`src/rtl/apb_master.sv`:
```
// APB initiator: address-slot decode, SETUP/ACCESS sequencing, registered response.
// Optional ACCESS-phase timeout is compiled in with `define APB_TIMEOUT_EN.
module apb_master #(
    parameter int          NUM_SLAVES     = 4,
    parameter logic [31:0] BASE_ADDR      = 32'h1000_0000,
    parameter int          SLOT_BITS      = 12,
    parameter int          TIMEOUT_CYCLES = 16
) (
    input  logic                     PCLK,
    input  logic                     PRESET,
    input  logic                     transfer,
    input  logic                     write,
    input  logic [31:0]              addr,
    input  logic [31:0]              wdata,
    output logic [31:0]              rdata,
    output logic                     ready,
    output logic                     error,
    output logic                     busy,
    output logic [31:0]              PADDR,
    output logic                     PWRITE,
    output logic [31:0]              PWDATA,
    output logic                     PENABLE,
    output logic [NUM_SLAVES-1:0]    PSEL,
    input  logic [32*NUM_SLAVES-1:0] PRDATA,
    input  logic [NUM_SLAVES-1:0]    PREADY
);

    localparam int IDX_W = (NUM_SLAVES > 1) ? $clog2(NUM_SLAVES) : 1;

    if (NUM_SLAVES < 1 || TIMEOUT_CYCLES < 1) begin : g_param_check
        $error("apb_master: NUM_SLAVES and TIMEOUT_CYCLES must be >= 1");
    end

    typedef enum logic [1:0] {IDLE, SETUP, ACCESS, RESP} state_t;

    state_t                state_q, state_d;
    logic [31:0]           paddr_q, paddr_d;
    logic                  pwrite_q, pwrite_d;
    logic [31:0]           pwdata_q, pwdata_d;
    logic                  penable_q, penable_d;
    logic [NUM_SLAVES-1:0] psel_q, psel_d;
    logic [IDX_W-1:0]      idx_q, idx_d;
    logic [31:0]           rdata_q, rdata_d;
    logic                  ready_q, ready_d;
    logic                  error_q, error_d;
    logic                  busy_q, busy_d;

`ifdef APB_TIMEOUT_EN
    localparam int CNT_W = $clog2(TIMEOUT_CYCLES + 1);
    logic [CNT_W-1:0] cnt_q, cnt_d;
`endif

    // Offset is 32-bit unsigned; the >= guard keeps low addresses from wrapping into a slot
    logic [31:0] offset;
    logic [31:0] slot;
    logic        hit;

    assign offset = addr - BASE_ADDR;
    assign slot   = offset >> SLOT_BITS;
    assign hit    = (addr >= BASE_ADDR) && (slot < 32'(NUM_SLAVES));

    logic [31:0] prdata_sel;
    logic        pready_sel;

    always_comb begin
        prdata_sel = '0;
        pready_sel = 1'b0;
        for (int i = 0; i < NUM_SLAVES; i++) begin
            if (idx_q == IDX_W'(i)) begin
                prdata_sel = PRDATA[32*i +: 32];
                pready_sel = PREADY[i];
            end
        end
    end

    always_comb begin
        state_d   = state_q;
        paddr_d   = paddr_q;
        pwrite_d  = pwrite_q;
        pwdata_d  = pwdata_q;
        penable_d = penable_q;
        psel_d    = psel_q;
        idx_d     = idx_q;
        rdata_d   = '0;
        ready_d   = 1'b0;
        error_d   = 1'b0;
        busy_d    = busy_q;
`ifdef APB_TIMEOUT_EN
        cnt_d     = cnt_q;
`endif
        unique case (state_q)
            IDLE: begin
                psel_d    = '0;
                penable_d = 1'b0;
                busy_d    = 1'b0;
                if (transfer) begin
                    busy_d = 1'b1;
                    if (hit) begin
                        state_d  = SETUP;
                        paddr_d  = addr;
                        pwrite_d = write;
                        pwdata_d = wdata;
                        idx_d    = slot[IDX_W-1:0];
                        psel_d   = NUM_SLAVES'(1) << slot[IDX_W-1:0];
                    end else begin
                        state_d = RESP;
                        ready_d = 1'b1;
                        error_d = 1'b1;
                    end
                end
            end
            SETUP: begin
                state_d   = ACCESS;
                penable_d = 1'b1;
`ifdef APB_TIMEOUT_EN
                cnt_d     = '0;
`endif
            end
            ACCESS: begin
                if (pready_sel) begin
                    state_d   = RESP;
                    ready_d   = 1'b1;
                    rdata_d   = pwrite_q ? 32'h0 : prdata_sel;
                    psel_d    = '0;
                    penable_d = 1'b0;
                end
`ifdef APB_TIMEOUT_EN
                else if (cnt_q == CNT_W'(TIMEOUT_CYCLES - 1)) begin
                    state_d   = RESP;
                    ready_d   = 1'b1;
                    error_d   = 1'b1;
                    psel_d    = '0;
                    penable_d = 1'b0;
                end else begin
                    cnt_d = cnt_q + 1'b1;
                end
`endif
            end
            RESP: begin
                state_d = IDLE;
                busy_d  = 1'b0;
            end
            default: state_d = IDLE;
        endcase
    end

    always_ff @(posedge PCLK or negedge PRESET) begin
        if (!PRESET) begin
            state_q   <= IDLE;
            paddr_q   <= '0;
            pwrite_q  <= 1'b0;
            pwdata_q  <= '0;
            penable_q <= 1'b0;
            psel_q    <= '0;
            idx_q     <= '0;
            rdata_q   <= '0;
            ready_q   <= 1'b0;
            error_q   <= 1'b0;
            busy_q    <= 1'b0;
`ifdef APB_TIMEOUT_EN
            cnt_q     <= '0;
`endif
        end else begin
            state_q   <= state_d;
            paddr_q   <= paddr_d;
            pwrite_q  <= pwrite_d;
            pwdata_q  <= pwdata_d;
            penable_q <= penable_d;
            psel_q    <= psel_d;
            idx_q     <= idx_d;
            rdata_q   <= rdata_d;
            ready_q   <= ready_d;
            error_q   <= error_d;
            busy_q    <= busy_d;
`ifdef APB_TIMEOUT_EN
            cnt_q     <= cnt_d;
`endif
        end
    end

    assign PADDR   = paddr_q;
    assign PWRITE  = pwrite_q;
    assign PWDATA  = pwdata_q;
    assign PENABLE = penable_q;
    assign PSEL    = psel_q;
    assign rdata   = rdata_q;
    assign ready   = ready_q;
    assign error   = error_q;
    assign busy    = busy_q;

endmodule

```
`config.mk`:
```
export PLATFORM = sky130hd
export DESIGN_NAME = apb_master
export DESIGN_NICKNAME = d
export VERILOG_FILES = /design/src/rtl/apb_master.sv
export SDC_FILE = /design/constraint.sdc
export NUM_CORES = 1
export LEC_CHECK = 0
export BUFFER_PORTS_ARGS = -buffer_cell sky130_fd_sc_hd__buf_4
export CORE_AREA = 4 4 117 119
export DETAILED_ROUTE_END_ITERATION = 6
export DIE_AREA = 0 0 121 123
export PLACE_DENSITY = 0.71
export SYNTH_ARGS = -nofsm -noshare
export SYNTH_HDL_FRONTEND = slang
export SYNTH_SLANG_ARGS = --single-unit
```
`constraint.sdc`:
```
create_clock -name PCLK -period 3.8 [get_ports PCLK]
set_clock_uncertainty 0.2 [all_clocks]
set_input_delay 0.38 -clock PCLK [delete_from_list [all_inputs] [get_ports PCLK]]
set_output_delay 0.38 -clock PCLK [all_outputs]
set_load 0.05 [all_outputs]
```
=== After elaboration in Yosys (flattened, before gate mapping) ===
Cells that the tools add are included.

* Add/subtract/negate cells: 1
* Muxes and demuxes: 28
* Equality and inequality tests: 8
* Shifts and indexed selects: 1
* Reduce and logical (&&, ||, !) cells: 10
* Order comparisons: 2

{| class="wikitable"
|+ Operators with widths
! kind !! count
|-
| two-way mux 32 bit || 7
|-
| greater-or-equal comparator 32 x 29 -> 1 bit (second input constant) || 1
|-
| subtractor 32 x 29 -> 32 bit (second input constant) || 1
|-
| less-than comparator 20 x 3 -> 1 bit (second input constant) || 1
|-
| two-way mux 4 bit || 3
|-
| two-way mux 1 bit || 10
|-
| equality test 2 bit (second input constant) || 4
|-
| one-hot mux 2 bit (4 select lines) || 1
|-
| one-hot mux 4 bit (2 select lines) || 1
|-
| two-way mux 2 bit || 3
|-
| AND reduction 2 bit || 3
|-
| equality test 2 x 1 -> 1 bit (second input constant) || 2
|-
| logical NOT 2 bit || 2
|-
| inequality test 2 bit (second input constant) || 2
|-
| one-hot mux 1 bit (2 select lines) || 2
|-
| nonzero test 2 bit || 2
|-
| << shifter 1 x 2 -> 4 bit (first input constant) || 1
|-
| one-hot mux 1 bit (3 select lines) || 1
|-
| AND reduction 3 bit || 1
|-
| nonzero test 3 bit || 1
|-
| logical AND 1 bit || 1
|}

* Logic and storage cells: 61
* Bits in registers: 109

=== Depth between registers and ports, before layout ===
Gate-level depths: netlist of the first run.

* Depth in word-level cells: 8
* Gate-level depth with buffers: 7
* Gate-level depth less buffers: 5

=== Worst setup path after synthesis of the first run ===
No wires, ideal clock.

* Kind: flip-flop to flip-flop
* From: reg, netlist name PADDR[12]
* To: reg penable_q, in the netlist PENABLE
* Data arrival time: 1976 ps
* Stages on the path, launching flop included: 6
* Setup slack: 1499 ps
* Buffers on the path: 1
* Clock period less this slack: 2301 ps
* Library setup time: 125 ps
* Cell sequence: dfrtp_1 > buf_2 > mux4_2 > nor2b_1 > nor2_1 > mux2_2

{| class="wikitable"
|+ RTL lines
! what !! line !! text
|-
| end signal: assignment || 168 || <nowiki>penable_q <= penable_d;</nowiki>
|-
| end: declaration || 40 || <nowiki>logic penable_q, penable_d;</nowiki>
|}

=== Final worst setup path of the first run ===
* From: reg state_q[1]
* To: reg pwdata_q[15], in the netlist PWDATA[15]

* Cells in the longest elaborated chain, start to end: 2

{| class="wikitable"
|+ RTL lines
! what !! line !! text
|-
| start: declaration || 36 || <nowiki>state_t state_q, state_d;</nowiki>
|-
| start signal: assignment || 164 || <nowiki>state_q <= state_d;</nowiki>
|-
| logical NOT 2 bit || 91 || <nowiki>unique case (state_q)</nowiki>
|-
| AND reduction 3 bit (no line) || n/a ||
|-
| end signal: assignment || 167 || <nowiki>pwdata_q <= pwdata_d;</nowiki>
|-
| end: declaration || 39 || <nowiki>logic [31:0] pwdata_q, pwdata_d;</nowiki>
|}

No other way between the ends.
A chain may end at the register's enable or synchronous reset.

==> summary.log, run 1 <==
qor: outcome.run_status finished, final reports clean
qor: route.vias 3685
qor: yosys.muxShareOfSynthArea 0.277
qor: timing.max-slew-margin-rel 0.276
qor: yosys.ys_top_cells_by_count sky130_fd_sc_hd__dfrtp_1, sky130_fd_sc_hd__nor2b_1, sky130_fd_sc_hd__mux2_2
qor: finish.post_layout_nonfiller_instances 782
qor: yosys.synth-simple-area-share 0.101
qor: floorplanning.coreArea 12600 sq um
qor: timing.report.final.setup_viol 0
qor: clocking.ctsHoldBuffers 0
qor: power_and_ir_drop.sequentialPowerShare 0.412
qor: finish.layout.nets 809
qor: grt.initial_antenna_violation_count 0
qor: clocking.post_cts.repair.setup_buffers 0
qor: yosys.synth_compound_gate_area_share 0.0171
qor: power_and_ir_drop.power.share.clock 0.319
qor: placed_design.io_buffer_count 304
qor: floorplanning.die_height 123 um
qor: yosys.synth_area_leaders sky130_fd_sc_hd__dfrtp_1, sky130_fd_sc_hd__mux4_2, sky130_fd_sc_hd__mux2_2
qor: placed_design.gpl.final_weighted_congestion 0.867
qor: worst_setup_path.startpoint_type register
qor: route.routed_via_count_divided_by_cell_count 4.71
qor: yosys.yosysUniqueCellTypes 30
qor: clocking.post_cts_resize_count 0
qor: route.routed_wl 13800 um
qor: worst_setup_path.cp_cell_sequence inv_1 -> ha_1 -> nand2_1 -> nor3_4 -> buf_12 -> mux2_2
qor: yosys.synth_top_family_by_area multiplexers
qor: timing.setup_total_negative_slack 0 ns
qor: yosys.synth.net_count 508
qor: placed_design.dp_cells 766
qor: floorplanning.initial_core_util 0.372
qor: timing.rsz_0062_raised_after_global_routing false
qor: floorplanning.top_level_ports 305
qor: clocking.cts.path.max_buffers 2
qor: yosys.netlist.top_cell.by_area sky130_fd_sc_hd__dfrtp_1
qor: finish.layout-area-overhead-vs-synth 59.4%
qor: yosys.post_synth_xor_area_fraction 0
qor: timing.finalWorstPathRequiredPeriod 2.47 ns
qor: worst_setup_path.cp_slowest_stage_delay 0.46 ns
qor: yosys.yosys.cell_count.top_type sky130_fd_sc_hd__dfrtp_1
qor: timing.finalCritPeriodShare 0.651
qor: worst_setup_path.crit_slowest_cell sky130_fd_sc_hd__nor3_4
qor: yosys.synth.yosys.warnings 0
qor: floorplanning.dieArea 14900 sq um
qor: power_and_ir_drop.power.share.switching 0.303
qor: timing.report.final.hold_viol_count 0
qor: placed_design.dpl.hpwl 11300 um
qor: power_and_ir_drop.post-layout-total-power 3.04 mW
qor: power_and_ir_drop.net-switching-power 924 uW
qor: clocking.cts_made_buffers 9
qor: worst_setup_path.critPathRequiredTime 3.82 ns
qor: power_and_ir_drop.cellInternalPower 2.12 mW
qor: yosys.post_synth_inst_count 304
qor: route.antenna_left 0
qor: grt.gr-total-overflow 0
qor: clocking.cts_max_level 3
qor: route.detail_route.first_pass.iterations 4
qor: grt.globalRouteTotalUtil 0.182
qor: job.max-cap-violations 0
qor: timing.drv_slew 0
qor: yosys.postSynthRegisterBits 107
qor: yosys.ys.flop_type sky130_fd_sc_hd__dfrtp_1
qor: power_and_ir_drop.vdd_drop_max 0.210 mV
qor: power_and_ir_drop.comb_power_share 0.270
qor: worst_setup_path.cp_top_family simple AND/OR/NAND/NOR gates
qor: hold_path.timing.hold.worst.class in -> async
qor: grt.grt_max_degree 91
qor: finish.post_route_standard_cell_area_excluding_fillers 7450 sq um
qor: route.route.detailed.drc 0
qor: yosys.synth-adder-area-share 0.0107
qor: finish.final_layout_size_suffix_gt1_frac 0.656
qor: yosys.syn_area 4680 sq um
qor: yosys.synth_enable_flop_cells 0
qor: finish.filler_cell_count 1017
qor: worst_setup_path.timing.critical_path.arrival 2.49 ns
qor: timing.timing_worst_slew_pin_value 1.09 ns
qor: worst_setup_path.critPathKind reg -> reg
qor: timing.max_freq 404 MHz
qor: worst_setup_path.worstPathBufferInverterCount 2
qor: clocking.clock_insertion_delay_worst_skew 0.34 ns
qor: power_and_ir_drop.pwr_density_cell 408 nW/um^2
qor: route.route.detailed.wl_per_inst 17.7 um
qor: finish.final_core_utilization 0.593
qor: placed_design.placed_area 7130 sq um
qor: clocking.tritoncts built
qor: clocking.cts_root_buf sky130_fd_sc_hd__clkbuf_16
qor: yosys.synth-seq-area-share 0.572
qor: power_and_ir_drop.power.leakage 3.88 nW
qor: worst_setup_path.cp-end-kind register
qor: finish.antenna-diode-count 0
qor: grt.number_of_global_route_vias_before_repair 4102
qor: worst_setup_path.path_max_fanout 58
qor: floorplanning.fp.dieW 121 um
qor: yosys.syn_area_per_cell 15.4 sq um
qor: clocking.clock_sinks 107
qor: grt.grt_pass1_wl 20700 um
qor: clocking.clkTransAtPathRegs 0.07 ns
qor: yosys.synth_largest_type_area_fraction 0.572
qor: yosys.asyncSetResetFlopFracSynth 1.00
qor: floorplanning.placement_rows 41
qor: route.drt_iter0_drc 188
registers in the layout, indices dropped and copies added (netlist names), 2 cells and up:
name     cells
PADDR       32
PWDATA      32
rdata       32
state_q      2
PSEL         4
routing by layer:
layer	vias up	part of all wire	GRT usage
met5	-	0	0
li1	1698	-	-
met3	19	0.084	0.0544
met4	0	0.023	0.0673
met2	158	0.56	0.344
met1	1810	0.33	0.191
per-stage QoR:
step / setup WS [ns] / hold slack (ns)
CTS: 1.32 / 0.0419
floorplan: 1.50 / -0.116
detailed placement: 1.05 / 0.274
global route: 1.18 / 0.0370
finish: 1.33 / 0.0515
global placement: 1.11 / 0.254
logic make-up (layout without fill, tap and decap cells):
group	Yosys count	count (layout)
and+or+nand+nor	79	79
muxes	82	82
adders and majority gates	4	4
DFF	107	107
AOI/OAI and AO/OA	11	11
buffers and inverters	21	327
power by group through the flow:
stage | combinational, mW | sequential (mW) | clock [mW]
finish | 0.822 | 1.25 | 0.970
global route | 0.878 | 1.26 | 1.06
CTS | 0.831 | 1.25 | 0.998
detailed placement | 0.830 | 1.28 | 0
global placement | 0.818 | 1.27 | 0
floorplan | 0.208 | 1.53 | 0
path summary, 6_finish.rpt:
check,cells after the start,slack [ns],startpoint,end
max in group asynchronous,2,2.48,PRESET,PADDR[22]
hold reg to reg,1,0.29,PADDR[28],PADDR[28]
setup / recovery,6,1.33,state_q[1],PWDATA[15]
setup reg to reg,6,1.33,state_q[1],PWDATA[15]
hold / removal,1,0.05,PRESET,rdata[28]
min in group PCLK,2,0.05,addr[10],PADDR[10]
cell usage in the layout (no fill, tap or decap), drive strengths merged, types with 3 or more instances in the layout:
master  instances
clkbuf         12
buf           308
o41ai           3
mux2           48
inv             4
nor2            5
dfrtp         107
o21ai           4
nor2b          51
nand2           7
mux4           33
ha              4
nor3            3
layout make-up:
class,instances,area (sq um),area share
sequential,107,2680,0.359
timing repair buffer,308,2320,0.312
multi-input combinational,176,1900,0.255
clock buffer,12,267,0.0358
tap,172,215,0.0289
clock inverter,4,56.3,0.00755
inverter,3,11.3,0.00151
Note: power is estimated with default switching activity, not from simulation.
==> inputs of run 2 (changes only) <==
ABC_AREA = 1   (was not set)
CORE_AREA = 4 4 114 127   (was 4 4 117 119)
DIE_AREA = 0 0 118 131   (was 0 0 121 123)
PLACE_DENSITY = 0.75   (was 0.71)
clock period = 2.2 ns   (was 3.8 ns; I/O delays follow)
==> summary.log, run 2 <==
qor: finish.antenna-diode-count 0 [unchanged]
qor: grt.initial_antenna_violation_count 0 [unchanged]
qor: yosys.synth.net_count 846 [was 508]
qor: timing.max_freq 527 MHz [was 404 MHz]
qor: yosys.syn_area 5160 sq um [was 4680 sq um]
qor: yosys.yosys.cell_count.top_type sky130_fd_sc_hd__nand2_1 [was sky130_fd_sc_hd__dfrtp_1]
qor: worst_setup_path.critPathKind reg -> reg [unchanged]
qor: timing.rsz_0062_raised_after_global_routing false [unchanged]
qor: timing.report.final.hold_viol_count 0 [unchanged]
qor: timing.setup_total_negative_slack 0 ns [unchanged]
qor: worst_setup_path.path_max_fanout 13 [was 58]
qor: floorplanning.fp.dieW 118 um [was 121 um]
qor: grt.grt_pass1_wl 29400 um [was 20700 um]
qor: timing.timing_worst_slew_pin_value 0.613 ns [was 1.09 ns]
qor: job.max-cap-violations 0 [unchanged]
qor: route.route.met2.wl 9690 um [was 7810 um]
qor: power_and_ir_drop.sequentialPowerShare 0.390 [was 0.412]
qor: floorplanning.placement_rows 44 [was 41]
qor: clocking.clock_insertion_delay_worst_skew 0.34 ns [about the same]
qor: placed_design.io_buffer_count 304 [unchanged]
qor: yosys.synth_largest_type_area_fraction 0.519 [was 0.572]
qor: power_and_ir_drop.power.leakage 4.74 nW [was 3.88 nW]
qor: route.drt_iter0_drc 280 [was 188]
qor: worst_setup_path.cp_slowest_stage_delay 0.56 ns [was 0.46 ns]
qor: yosys.asyncSetResetFlopFracSynth 1.00 [unchanged]
qor: floorplanning.die_height 131 um [was 123 um]
qor: finish.final_common_cell sky130_fd_sc_hd__buf_4 [unchanged]
qor: clocking.cts_max_level 3 [unchanged]
qor: route.route.detailed.wl_per_inst 16.8 um [was 17.7 um]
qor: worst_setup_path.cp_top_family flip-flops [was simple AND/OR/NAND/NOR gates]
qor: power_and_ir_drop.power.share.clock 0.301 [was 0.319]
qor: yosys.post_synth_inst_count 642 [was 304]
qor: timing.max-slew-margin-rel 0.591 [was 0.276]
qor: clocking.post_cts.repair.setup_buffers 0 [unchanged]
qor: placed_design.dpl.hpwl 13800 um [was 11300 um]
qor: yosys.ys.flop_type sky130_fd_sc_hd__dfrtp_1 [unchanged]
qor: hold_path.timing.hold.worst.class in -> reg [was in -> async]
qor: worst_setup_path.startpoint_type register [unchanged]
qor: power_and_ir_drop.pwr_density_cell 662 nW/um^2 [was 408 nW/um^2]
qor: grt.globalRouteTotalUtil 0.239 [was 0.182]
qor: finish.post_route_standard_cell_area_excluding_fillers 8380 sq um [was 7450 sq um]
qor: clocking.tritoncts built [unchanged]
qor: route.maxUsedRoutingLayer met4 [unchanged]
qor: grt.number_of_global_route_vias_before_repair 5562 [was 4102]
qor: yosys.ys_top_cells_by_count sky130_fd_sc_hd__nand2_1, sky130_fd_sc_hd__dfrtp_1, sky130_fd_sc_hd__inv_1 [was sky130_fd_sc_hd__dfrtp_1, sky130_fd_sc_hd__nor2b_1, sky130_fd_sc_hd__mux2_2]
qor: route.routed_via_count_divided_by_cell_count 5.01 [was 4.71]
qor: power_and_ir_drop.cellInternalPower 3.64 mW [was 2.12 mW]
qor: yosys.synth_area_leaders sky130_fd_sc_hd__dfrtp_1, sky130_fd_sc_hd__nand2_1, sky130_fd_sc_hd__nand4_1 [was sky130_fd_sc_hd__dfrtp_1, sky130_fd_sc_hd__mux4_2, sky130_fd_sc_hd__mux2_2]
qor: worst_setup_path.cp_cell_sequence nor2_2 -> inv_1 -> o22ai_1 -> o21ai_0 -> nor3b_1 [was inv_1 -> ha_1 -> nand2_1 -> nor3_4 -> buf_12 -> mux2_2]
qor: finish.layout.nets 1180 [was 809]
qor: timing.drv_slew 0 [unchanged]
qor: timing.report.final.setup_viol 0 [unchanged]
qor: clocking.cts_made_buffers 9 [unchanged]
qor: finish.final_layout_size_suffix_gt1_frac 0.351 [was 0.656]
qor: worst_setup_path.crit_slowest_cell sky130_fd_sc_hd__dfrtp_1 [was sky130_fd_sc_hd__nor3_4]
qor: yosys.netlist.top_cell.by_area sky130_fd_sc_hd__dfrtp_1 [unchanged]
qor: clocking.clock_sinks 107 [unchanged]
qor: placed_design.placed_area 7580 sq um [was 7130 sq um]
qor: clocking.cts_root_buf sky130_fd_sc_hd__clkbuf_16 [unchanged]
qor: route.vias 5719 [was 3685]
qor: grt.grt_max_degree 63 [was 91]
qor: route.met1_length 7430 um [was 4550 um]
qor: power_and_ir_drop.net-switching-power 1.90 mW [was 924 uW]
qor: route.antenna_left 0 [unchanged]
qor: worst_setup_path.timing.critical_path.arrival 1.94 ns [was 2.49 ns]
qor: clocking.clkTransAtPathRegs 0.07 ns [about the same]
qor: floorplanning.top_level_ports 305 [unchanged]
qor: floorplanning.dieArea 15500 sq um [was 14900 sq um]
qor: yosys.postSynthRegisterBits 107 [unchanged]
qor: yosys.syn_area_per_cell 8.04 sq um [was 15.4 sq um]
qor: yosys.synth_enable_flop_cells 0 [unchanged]
qor: finish.filler_cell_count 1153 [was 1017]
qor: power_and_ir_drop.vdd_drop_max 0.346 mV [was 0.210 mV]
qor: yosys.synth.yosys.warnings 0 [unchanged]
qor: worst_setup_path.cp-end-kind register [unchanged]
qor: finish.mostFrequentLayoutCells sky130_fd_sc_hd__buf_4, sky130_fd_sc_hd__nand2_1, sky130_fd_sc_hd__dfrtp_1 [was sky130_fd_sc_hd__buf_4, sky130_fd_sc_hd__dfrtp_1, sky130_fd_sc_hd__nor2b_1]
qor: route.met3_wirelength 1740 um [was 1160 um]
qor: power_and_ir_drop.comb_power_share 0.309 [was 0.270]
qor: yosys.yosysUniqueCellTypes 26 [was 30]
qor: power_and_ir_drop.power.share.switching 0.344 [was 0.303]
qor: grt.gr-total-overflow 0 [unchanged]
qor: timing.finalWorstPathRequiredPeriod 1.90 ns [was 2.47 ns]
qor: route.detail_route.first_pass.iterations 5 [was 4]
qor: timing.finalCritPeriodShare 0.863 [was 0.651]
qor: floorplanning.coreArea 13100 sq um [was 12600 sq um]
qor: finish.layout-area-overhead-vs-synth 62.4% [was 59.4%]
qor: floorplanning.initial_core_util 0.394 [was 0.372]
qor: worst_setup_path.critPathRequiredTime 2.24 ns [was 3.82 ns]
qor: route.route.detailed.drc 0 [unchanged]
qor: route.routed_wl 19200 um [was 13800 um]
qor: placed_design.gpl.final_weighted_congestion 0.819 [was 0.867]
qor: clocking.cts.path.max_buffers 2 [unchanged]
qor: yosys.synth-seq-area-share 0.519 [was 0.572]
qor: worst_setup_path.worstPathBufferInverterCount 1 [was 2]
qor: outcome.run_status finished, final reports clean [unchanged]
-- run 2: cell types whose count changed in the layout (fill, tap and decap cells not counted), moves of 22 or more --
| cell | previous run | this run |
|---|---|---|
| sky130_fd_sc_hd__nand3_1 | 1 | 42 |
| sky130_fd_sc_hd__nor2b_1 | 51 | 0 |
| sky130_fd_sc_hd__dlygate4sd3_1 | 0 | 49 |
| sky130_fd_sc_hd__mux2_2 | 38 | 0 |
| sky130_fd_sc_hd__mux4_2 | 33 | 0 |
| sky130_fd_sc_hd__nor2_1 | 5 | 43 |
| sky130_fd_sc_hd__o21ai_0 | 4 | 45 |
| sky130_fd_sc_hd__nand4_1 | 1 | 49 |
| sky130_fd_sc_hd__nor3_1 | 2 | 24 |
| sky130_fd_sc_hd__nand2_1 | 7 | 197 |
| sky130_fd_sc_hd__inv_1 | 3 | 50 |
-- run 2: logic make-up after synthesis --
family / share of synthesized area
flip-flops: 0.519
AO/OA/AOI/OAI: 0.0745
adder cells (fa/ha/maj): 0.00970
AND/OR/NAND/NOR: 0.309
buffers and inverters: 0.0873
-- run 2: power by group through the flow --
stage	clock network [mW]	logic (mW)	registers, mW
4_1_cts	1.71	1.71	2.16
5_1_grt	1.77	1.84	2.18
3_3_place_gp	0	1.62	2.19
2_1_floorplan	0	0.515	2.61
6_report	1.67	1.72	2.16
3_5_place_dp	0	1.64	2.20
-- run 2: layout make-up --
class,instances,area (sq um),area share
Clock buffer,9,225,0.0269
Clock inverter,7,80.1,0.00956
Inverter,51,191,0.0229
Multi-Input combinational cell,436,2040,0.244
Sequential cell,107,2680,0.320
Tap cell,161,201,0.0240
Timing Repair Buffer,371,2960,0.353
-- run 2: per-stage QoR --
stage | power [mW] | hold slack [ns] | setup WS (ns) | cells | utilization
after floorplan | 3.12 | -0.276 | 0.220 | 642 | -
after CTS | 5.58 | 0.00119 | 0.337 | 1142 | 0.639
after detailed placement | 3.84 | 0.0719 | 0.354 | 1077 | 0.579
after global placement | 3.81 | 0.0689 | 0.380 | 1077 | 0.579
after global routing | 5.79 | 0.0187 | 0.167 | 1142 | 0.639
final | 5.54 | 0.00948 | 0.301 | 1142 | 0.639
-- run 2: worst reg2reg max path, delay by kind of cell, from the launching register on --
kind	cells	cell delay (ns)
buf+inv	1	0.35
simple gates	2	0.35
flops	1	0.56
compound gates	2	0.33
-- run 2: repair_timing --
| action | in CTS | in global routing |
|---|---|---|
| resized for setup | 0 | 0 |
| hold buffers | 49 | 0 |
| hold endpoints to repair | 91 | 0 |
-- run 2: path summary, 6_finish.rpt --
| check | endpoint | slack [ns] | startpoint | cells past startpoint |
|---|---|---|---|---|
| setup / recovery | rdata[29] | 0.30 | PADDR[12] | 5 |
| hold / removal | rdata[12] | 0.009 | PRDATA[108] | 3 |
| setup reg to reg | rdata[29] | 0.30 | PADDR[12] | 5 |
| hold reg to reg | PADDR[20] | 0.27 | PADDR[20] | 2 |
| max in group asynchronous | rdata[29] | 0.95 | PRESET | 3 |
| min in group asynchronous | rdata[14] | 0.25 | PRESET | 2 |
-- run 2: per-layer routing --
layer / vias up / global-route usage
li1: 2773 / -
met1: 2655 / 0.273
met2: 261 / 0.425
met3: 30 / 0.0870
met4: 0 / 0.0683
met5: - / 0
